File: src/rtl/autobaud_ctrl_if.sv
// Handshake/config bundle between autobaud_ctrl and its environment.
// AUTOBAUD_GLITCH_CNT_EN adds the glitch_cnt observation port.
interface autobaud_ctrl_if #(
  parameter int unsigned COUNTER_WIDTH = 24
);
  logic                     start;
  logic                     rx;
  logic                     baud_lock;
  logic                     baud_rst;
  logic [COUNTER_WIDTH-1:0] count_max;
  logic [COUNTER_WIDTH-1:0] sync_min;
  logic [COUNTER_WIDTH-1:0] sync_max;
  logic [COUNTER_WIDTH-1:0] period;
  logic                     busy;
  logic                     done;
  logic                     fail;
`ifdef AUTOBAUD_GLITCH_CNT_EN
  logic [7:0]               glitch_cnt;

  modport master (
    output start, rx, baud_lock,
    input  baud_rst, count_max, sync_min, sync_max, period, busy, done, fail, glitch_cnt
  );
  modport slave (
    input  start, rx, baud_lock,
    output baud_rst, count_max, sync_min, sync_max, period, busy, done, fail, glitch_cnt
  );
`else
  modport master (
    output start, rx, baud_lock,
    input  baud_rst, count_max, sync_min, sync_max, period, busy, done, fail
  );
  modport slave (
    input  start, rx, baud_lock,
    output baud_rst, count_max, sync_min, sync_max, period, busy, done, fail
  );
`endif
endinterface

File: src/rtl/autobaud_ctrl.sv
// Auto-baud measurement and sequencing for the baudclock phase-recovery block.
// Optional feature macro: AUTOBAUD_GLITCH_CNT_EN (adds glitch_cnt counter/port).
module autobaud_ctrl #(
  parameter int unsigned COUNTER_WIDTH = 24,
  parameter int unsigned EDGE_COUNT    = 16,
  parameter int unsigned MIN_PERIOD    = 8,
  parameter int unsigned TOL_SHIFT     = 3,
  parameter int unsigned LOCK_WAIT     = 64
) (
  input logic            clk,
  input logic            rst_n,
  autobaud_ctrl_if.slave bus
);

  localparam int unsigned EcW  = (EDGE_COUNT > 2) ? $clog2(EDGE_COUNT) : 1;
  localparam int unsigned BudW = $clog2(LOCK_WAIT + 1);

  typedef logic [COUNTER_WIDTH-1:0] cnt_t;
  localparam cnt_t            CntMax   = '1;
  localparam cnt_t            MinPer   = cnt_t'(MIN_PERIOD);
  localparam logic [EcW-1:0]  EdgeLast = EcW'(EDGE_COUNT - 1);
  localparam logic [BudW-1:0] BudInit  = BudW'(LOCK_WAIT);

  typedef enum logic [2:0] {StIdle, StWaitEdge, StMeasure, StConfig, StRun, StFail} state_e;

  state_e          state_q, state_d;
  logic            sync1_q, sync1_d, sync2_q, sync2_d, prev_q, prev_d;
  cnt_t            cnt_q, cnt_d, min_q, min_d, bp_q, bp_d;
  logic [EcW-1:0]  ecnt_q, ecnt_d;
  logic [BudW-1:0] budget_q, budget_d;
  cnt_t            period_q, period_d, count_max_q, count_max_d;
  cnt_t            sync_min_q, sync_min_d, sync_max_q, sync_max_d;
  logic            baud_rst_q, baud_rst_d, busy_q, busy_d, done_q, done_d, fail_q, fail_d;
`ifdef AUTOBAUD_GLITCH_CNT_EN
  logic [7:0]      glitch_q, glitch_d;
`endif

  logic           edge_det;
  logic [EcW-1:0] ecnt_inc;

  always_comb begin
    edge_det = sync2_q ^ prev_q;
    ecnt_inc = ecnt_q + EcW'(1);

    state_d     = state_q;
    sync1_d     = bus.rx;
    sync2_d     = sync1_q;
    prev_d      = sync2_q;
    cnt_d       = (cnt_q == CntMax) ? cnt_q : cnt_q + cnt_t'(1);
    min_d       = min_q;
    bp_d        = bp_q;
    ecnt_d      = ecnt_q;
    budget_d    = budget_q;
    period_d    = period_q;
    count_max_d = count_max_q;
    sync_min_d  = sync_min_q;
    sync_max_d  = sync_max_q;
    done_d      = done_q;
`ifdef AUTOBAUD_GLITCH_CNT_EN
    glitch_d    = glitch_q;
`endif

    // The counter reloads with 1 on an edge: the edge cycle itself is part of the interval.
    unique case (state_q)
      StIdle: ;
      StWaitEdge: begin
        if (edge_det) begin
          state_d = StMeasure;
          cnt_d   = cnt_t'(1);
          min_d   = CntMax;
          ecnt_d  = '0;
        end
      end
      StMeasure: begin
        if (edge_det) begin
          if (cnt_q < MinPer) begin
`ifdef AUTOBAUD_GLITCH_CNT_EN
            if (glitch_q != 8'hff) glitch_d = glitch_q + 8'd1;
`endif
          end else begin
            cnt_d  = cnt_t'(1);
            ecnt_d = ecnt_inc;
            if (cnt_q < min_q) min_d = cnt_q;
            if (ecnt_inc == EdgeLast) state_d = StConfig;
          end
        end else if (cnt_q == CntMax) begin
          state_d = StFail;
        end
      end
      StConfig: begin
        period_d    = min_q;
        count_max_d = min_q - cnt_t'(1);
        sync_max_d  = min_q >> TOL_SHIFT;
        sync_min_d  = count_max_d - sync_max_d;
        bp_d        = '0;
        budget_d    = BudInit;
        state_d     = StRun;
      end
      StRun: begin
        if (!done_q) begin
          if (bus.baud_lock && budget_q != '0) begin
            done_d = 1'b1;
          end else if (budget_q == '0) begin
            state_d = StFail;
          end else if (bp_q == count_max_q) begin
            bp_d     = '0;
            budget_d = budget_q - BudW'(1);
          end else begin
            bp_d = bp_q + cnt_t'(1);
          end
        end
      end
      StFail: ;
      default: state_d = StIdle;
    endcase

    if (bus.start) begin
      state_d = StWaitEdge;
`ifdef AUTOBAUD_GLITCH_CNT_EN
      glitch_d = '0;
`endif
    end

    busy_d     = state_d inside {StWaitEdge, StMeasure, StConfig};
    fail_d     = (state_d == StFail);
    baud_rst_d = (state_d != StRun);
    done_d     = done_d && (state_d == StRun);
  end

  always_ff @(posedge clk) begin
    if (!rst_n) begin
      state_q     <= StIdle;
      sync1_q     <= 1'b1;
      sync2_q     <= 1'b1;
      prev_q      <= 1'b1;
      cnt_q       <= '0;
      min_q       <= '1;
      bp_q        <= '0;
      ecnt_q      <= '0;
      budget_q    <= '0;
      period_q    <= '0;
      count_max_q <= '0;
      sync_min_q  <= '0;
      sync_max_q  <= '0;
      baud_rst_q  <= 1'b1;
      busy_q      <= 1'b0;
      done_q      <= 1'b0;
      fail_q      <= 1'b0;
`ifdef AUTOBAUD_GLITCH_CNT_EN
      glitch_q    <= '0;
`endif
    end else begin
      state_q     <= state_d;
      sync1_q     <= sync1_d;
      sync2_q     <= sync2_d;
      prev_q      <= prev_d;
      cnt_q       <= cnt_d;
      min_q       <= min_d;
      bp_q        <= bp_d;
      ecnt_q      <= ecnt_d;
      budget_q    <= budget_d;
      period_q    <= period_d;
      count_max_q <= count_max_d;
      sync_min_q  <= sync_min_d;
      sync_max_q  <= sync_max_d;
      baud_rst_q  <= baud_rst_d;
      busy_q      <= busy_d;
      done_q      <= done_d;
      fail_q      <= fail_d;
`ifdef AUTOBAUD_GLITCH_CNT_EN
      glitch_q    <= glitch_d;
`endif
    end
  end

  assign bus.baud_rst  = baud_rst_q;
  assign bus.count_max = count_max_q;
  assign bus.sync_min  = sync_min_q;
  assign bus.sync_max  = sync_max_q;
  assign bus.period    = period_q;
  assign bus.busy      = busy_q;
  assign bus.done      = done_q;
  assign bus.fail      = fail_q;
`ifdef AUTOBAUD_GLITCH_CNT_EN
  assign bus.glitch_cnt = glitch_q;
`endif

endmodule

File: src/flat_wrapper.sv
// flat-port wrapper written by rule: the top's interface ports become plain ports
module autobaud_ctrl_flat 
#(
  parameter int unsigned COUNTER_WIDTH = 24,
  parameter int unsigned EDGE_COUNT    = 16,
  parameter int unsigned MIN_PERIOD    = 8,
  parameter int unsigned TOL_SHIFT     = 3,
  parameter int unsigned LOCK_WAIT     = 64
)
  (clk, rst_n, bus_start, bus_rx, bus_baud_lock, bus_baud_rst, bus_count_max, bus_sync_min, bus_sync_max, bus_period, bus_busy, bus_done, bus_fail);
  autobaud_ctrl_if #(.COUNTER_WIDTH(COUNTER_WIDTH)) bus_i ();
  input logic clk;
  input logic rst_n;
  input wire logic [$bits(bus_i.start)-1:0] bus_start;
  input wire logic [$bits(bus_i.rx)-1:0] bus_rx;
  input wire logic [$bits(bus_i.baud_lock)-1:0] bus_baud_lock;
  output wire logic [$bits(bus_i.baud_rst)-1:0] bus_baud_rst;
  output wire logic [$bits(bus_i.count_max)-1:0] bus_count_max;
  output wire logic [$bits(bus_i.sync_min)-1:0] bus_sync_min;
  output wire logic [$bits(bus_i.sync_max)-1:0] bus_sync_max;
  output wire logic [$bits(bus_i.period)-1:0] bus_period;
  output wire logic [$bits(bus_i.busy)-1:0] bus_busy;
  output wire logic [$bits(bus_i.done)-1:0] bus_done;
  output wire logic [$bits(bus_i.fail)-1:0] bus_fail;
  assign bus_i.start = bus_start;
  assign bus_i.rx = bus_rx;
  assign bus_i.baud_lock = bus_baud_lock;
  assign bus_baud_rst = bus_i.baud_rst;
  assign bus_count_max = bus_i.count_max;
  assign bus_sync_min = bus_i.sync_min;
  assign bus_sync_max = bus_i.sync_max;
  assign bus_period = bus_i.period;
  assign bus_busy = bus_i.busy;
  assign bus_done = bus_i.done;
  assign bus_fail = bus_i.fail;
  autobaud_ctrl #(.COUNTER_WIDTH(COUNTER_WIDTH), .EDGE_COUNT(EDGE_COUNT), .MIN_PERIOD(MIN_PERIOD), .TOL_SHIFT(TOL_SHIFT), .LOCK_WAIT(LOCK_WAIT)) u_core (.clk(clk), .rst_n(rst_n), .bus(bus_i));
endmodule
File: config.mk
export PLATFORM = sky130hd
export DESIGN_NAME = autobaud_ctrl_flat
export DESIGN_NICKNAME = d
export VERILOG_FILES = /design/src/rtl/autobaud_ctrl_if.sv /design/src/rtl/autobaud_ctrl.sv /design/src/flat_wrapper.sv
export SDC_FILE = /design/constraint.sdc
export NUM_CORES = 1
export LEC_CHECK = 0
export ABC_AREA = 1
export BUFFER_PORTS_ARGS = -buffer_cell sky130_fd_sc_hd__buf_2
export CAP_MARGIN = 20
export CORE_MARGIN = 4
export CORE_UTILIZATION = 50
export CTS_CLUSTER_DIAMETER = 50
export DETAILED_ROUTE_END_ITERATION = 8
export PLACE_DENSITY_LB_ADDON = 0.08
export SLEW_MARGIN = 20
export SYNTH_ARGS = -nofsm -noshare
export SYNTH_HDL_FRONTEND = slang
export SYNTH_SLANG_ARGS = --single-unit
File: constraint.sdc
create_clock -name clk -period 2.79 [get_ports clk]
set_input_delay 0.279 -clock clk [delete_from_list [all_inputs] [get_ports clk]]
set_output_delay 0.279 -clock clk [all_outputs]
set_load 0.02 [all_outputs]
# Yosys cells after proc, flatten, opt, wreduce, memory -nomap -nowiden

Index checks and enable logic that the tools add are counted.

Logic and storage cells: 98
Memories kept: 0
Bits of input ports: 5
Register bits: 186
RAM bits: 0
Latch bits: 0
ROM bits: 0

Reductions and logical operators: 13
Mux-type cells: 37
Equality and inequality tests: 22
Divide/modulo/power cells: 0
Add/sub/neg operators: 6
$mul: 0
Bitwise logic cells: 1
Shift operators: 0
Order comparisons: 2

Operator list:

| cell                    | count |
|---|---|
| $mux W24                | 12 |
| $pmux W24 S2            | 3 |
| $add A24 B1 Y24 const B | 2 |
| $mux W7                 | 4 |
| $mux W3                 | 9 |
| $eq A24 B24 Y1          | 1 |
| $eq A24 B24 Y1 const B  | 1 |
| $lt A24 B24 Y1          | 1 |
| $lt A24 B4 Y1 const B   | 1 |
| $sub A24 B1 Y24 const B | 1 |
| $sub A24 B21 Y24        | 1 |
| $pmux W3 S5             | 1 |
| $pmux W7 S2             | 1 |
| $eq A3 B2 Y1 const B    | 4 |
| $eq A3 B3 Y1 const B    | 4 |
| $mux W4                 | 3 |
| $reduce_and A5 Y1       | 2 |
| $ne A2 B1 Y1 const B    | 4 |
| $ne A2 B2 Y1 const B    | 4 |
| $pmux W4 S2             | 1 |
| $reduce_and A4 Y1       | 2 |
| $logic_not A7 Y1        | 1 |
| $reduce_bool A7 Y1      | 1 |
| $sub A7 B1 Y7 const B   | 1 |
| other kinds (11)        | 16 |

# Depth between registers and ports, before layout

Depth after elaboration: 9
Depth in mapped cells: 20
Depth with buffers taken out: 20

# Worst setup path before layout

OpenSTA, ideal clock, no wires.

Kind: reg-to-reg
From: reg u_core.min_q[0]
To: reg u_core.sync_min_q[18], in the netlist u_core.bus.sync_min[18]
Stages on the path, launching flop included: 20
Setup slack: 281 ps
Data required time: 2681 ps
Setup time: 109 ps
Buffers on the path: 0
Arrival: 2400 ps
Cells stage by stage: dfxtp_1 > inv_1 > ha_1 > inv_1 > nor3_1 > nand4_1 > xor2_1 > inv_1 > ha_1 > nand2_1 > inv_1 > nand2_1 > nor3_1 > nand2_1 > a21boi_0 > nor2_1 > nand2_1 > nand3_1 > nand2_1 > inv_1

Word-level cells in the longest chain between the ends: 2

Ends and longest elaborated chain:

| item                     | line                 | text |
|---|---|---|
| start: declaration       | autobaud_ctrl.sv:28  | `cnt_t cnt_q, cnt_d, min_q, min_d, bp_q, bp_d;` |
| start signal: assignment | autobaud_ctrl.sv:158 | `min_q <= min_d;` |
| $sub A24 B1 Y24          | autobaud_ctrl.sv:92  | `count_max_d = min_q - cnt_t'(1);` |
| $sub A24 B21 Y24         | autobaud_ctrl.sv:94  | `sync_min_d = count_max_d - sync_max_d;` |
| end signal: assignment   | autobaud_ctrl.sv:164 | `sync_min_q <= sync_min_d;` |
| end: declaration         | autobaud_ctrl.sv:32  | `cnt_t sync_min_q, sync_min_d, sync_max_q, sync_max_d;` |

Every way passes these cells.
A chain may end at the register's enable or synchronous reset.

# Final worst setup path

From: reg u_core.min_q[2]
To: reg u_core.sync_min_q[20], in the netlist u_core.bus.sync_min[20]

The elaborated chain is that of the path after synthesis.

==> out/metrics.cfg <==
[power]
combPwrFrac_pct=15.4
seqPwrFrac_pct=42.1
p_leak_nw=6.18
p_switching_mw=1.62
pwr-share-clk_pct=42.5
p_sw_share_pct=28.1
vdd_drop_max_mv=0.400
power_density_nw_per_um2=472
p_int_mw=4.15

[sta]
fmax_mhz=377
finalCritPeriodShare_pct=95.2
hold_viol_final=0
skew_ns=0.0116
whs_ns=0.0250
worst-slew-pin-transition_ns=0.597
final-setup-viol-count=0
setup_ws_ns=0.135
tns_ns=0
rsz0062_at_grt=true
maxSlewViolCount=0
max_slew_margin_pct=60.2
min_period_ns=2.66

[worst_setup_path]
end_kind=flip-flop
timing.critical_path.buf_inv=2
path_delay_family=simple AND/OR/NAND/NOR gates
cp_slowest_cell=dfxtp_4
start_kind=flip-flop
max_stage_delay_ns=0.38
path_cells=nor2_2 > nand2_2 > nor2_4 > nand2_2 > nor3_4 > nand2_2 > xor2_2 > inv_1 > ha_4 > a21o_1 > o21bai_1 > a21oi_1 > nand3_1 > nand2_1 > nand3_1 > nand2_1 > inv_1
crit_path_start=u_core.min_q[2]
crit_arrival_ns=2.99
critical_path_class=flip-flop to flip-flop
path_common_cell=nand2_2
cp_max_fo=6
worst_r2r_startpoint=u_core.min_q[2]
required_ns=3.13

[floorplan]
rows=52
dieArea_um2=22800
pin_count=105
dieHeight_um=151
core_um2=20200
die_x_um=151
initial_utilization_pct=50.7

[global_route]
grt_pass1_wl_um=46100
track_usage_pct=25.2
grt_max_degree=52
grt_overflow=0
grt_pass1_vias=8995
antenna_found_initial=0

[clock_network]
htreeDepth=4
clock_latency_ns=0.44
clk_pin_slew_ns=0.06
root_buffer=clkbuf_16
cts_tree=built
numCtsBuffers=17
clockBufferDepth=2
cts_sinks=165

[yosys]
avgSynthCellArea_um2=6.69
syn-instance-count=1528
synth_area_um2=10200
synth_edf_count=0
netlist.area_leader.share_pct=32.3
synth_top_area_cell=dfxtp_1
synth_cell_types=46
postSynth.asyncResetShare_pct=0
synth_warnings=0
ys_dominant_reg_cell=dfxtp_1
ys_ff_latch=165
ys_seq_area_share_pct=32.3
ys_top_cells_by_area=dfxtp_1 (32%), nand2_1 (11%), nor2_1 (8.4%)

[hold_path]
hp-start=bus_rx
min_path_type=input port to flip-flop

[finish]
drive_above_1_share_pct=20.3
multi_input_area_um2=6180
num-fill-cells=1950
n_antenna_cell=0
nets=1709
syn_to_final_growth_pct=19.7
seq_area_um2=3320

[outcome]
outcome=complete, no violations

[route]
antenna_left=0
drt_wl_total_um=28900
vias=9924
avgRoutedWirePerCell_um=14.9
drt_first_pass_iters=5
vias_per_cell=5.13
drc=0
drt_iter0_drc=671

[placed_design]
port_buffers=101
hpwl_um=22300
place_ws_ns=-0.0491
gp_congestion=0.915

[job]
cap_violations=0

==> through the flow <==
| stage | area, µm² | instances | util [%] | total power [mW] |
|---|---|---|---|---|
| 6_report | 12200 | 1936 | 60.7 | 5.77 |
| 5_1_grt | 12200 | 1936 | 60.7 | 6.01 |
| 4_1_cts | 11800 | 1928 | 58.6 | 5.71 |
| 3_5_place_dp | 11200 | 1894 | 55.4 | 3.27 |
| 3_3_place_gp | 11200 | 1894 | 55.4 | 3.27 |
| 2_1_floorplan | 10200 | 1530 | - | 3.01 |
==> placed cells by master, fill, tap and decap left out, types with 22 or more instances in the layout <==
master	synthesis	layout
nand2_1	311	295
nand4_1	30	30
nor3_1	31	27
nand2_2	6	22
inv_1	173	168
dfxtp_1	165	155
xor2_1	72	59
ha_1	50	41
nand3_1	115	110
o21ai_0	83	81
buf_2	13	101
buf_4	26	76
a21oi_1	100	96
nor2_1	228	213
==> area by class of cell <==
cell class	count	area share, %
clock inverter	14	1.41
clock buffer	18	3.51
multi-input combinational	1108	50.5
timing repair buffer	179	9.12
sequential	165	27.1
tap	270	2.76
inverter	182	5.61
==> worst register-to-register path, stage by stage (launching register included) <==
cell and delay, ns:
dfxtp_4 0.38, nor2_2 0.10, nand2_2 0.09, nor2_4 0.18, nand2_2 0.11, nor3_4 0.26
nand2_2 0.10, xor2_2 0.16, inv_1 0.10, ha_4 0.25, a21o_1 0.19, o21bai_1 0.16
a21oi_1 0.16, nand3_1 0.10, nand2_1 0.06, nand3_1 0.07, nand2_1 0.07, inv_1 0.03
==> flip-flops by register name, summed over array words and instances (netlist names) <==
| register | count |
|---|---|
| u_core.bus.baud_rst | 1 |
| u_core.bus.fail | 1 |
| u_core.ecnt_q | 4 |
| u_core.bus.busy | 1 |
| u_core.min_q | 24 |
| u_core.prev_q | 1 |
| u_core.bus.count_max | 24 |
| u_core.bus.done | 1 |
| u_core.cnt_q | 24 |
| u_core.bus.period | 24 |
| u_core.sync1_q | 1 |
| u_core.bp_q | 24 |
| u_core.state_q | 3 |
| u_core.bus.sync_min | 24 |
| u_core.prev_d | 1 |
| u_core.budget_q | 7 |
==> synth_stat cells (12+ instances only) <==
library cell  number
nand2_1          311
nor2_1           228
inv_1            173
dfxtp_1          165
nand3_1          115
a21oi_1          100
o21ai_0           83
xor2_1            72
ha_1              50
nor3_1            31
nand4_1           30
clkbuf_1          28
buf_4             26
buf_2             13
xnor2_1           12
==> worst paths after layout <==
kind / endpoint / slack (ns) / cells past startpoint
max: u_core.bus.sync_min[20] / 0.13 / 17
max reg2reg: u_core.bus.sync_min[20] / 0.13 / 17
min reg2reg: u_core.prev_d / 0.41 / 1
min: u_core.sync1_q / 0.03 / 2
==> kinds of logic after synthesis <==
| group | synth area share (%) |
|---|---|
| xor gates and xnor gates | 7.20 |
| DFF | 32.3 |
| muxes | 0.0979 |
| and+or+nand+nor | 32.1 |
| adders and majority gates | 6.32 |
| other | 0.0367 |
| AOI/OAI and AO/OA | 11.0 |
| buffers and inverters | 10.9 |
==> power by group through the flow <==
stage          clock, mW  combinational (mW)  sequential, mW
2_1_floorplan          0               0.535            2.48
3_3_place_gp           0               0.793            2.48
3_5_place_dp           0               0.792            2.48
4_1_cts             2.49               0.801            2.42
5_1_grt             2.59               0.989            2.43
6_report            2.45               0.890            2.43
==> metal layers <==
layer	up-vias	track usage (%)	routed length (µm)
met5	-	0	0
met2	203	41.5	13600
met4	0	7.62	586
met3	39	3.14	1090
li1	5133	-	-
met1	4549	34.8	13600
==> timing repair <==
| item | CTS | global route |
|---|---|---|
| resized for setup | 4 | 94 |
| hold endpoints to repair | 0 | 0 |
| hold buffers | 0 | 0 |
| cloned | 0 | 0 |
| pin swaps | 2 | 22 |
| setup buffers | 2 | 8 |
| endpoints found under the setup margin | 6 | 16 |
(Power assumes the default switching activity.)
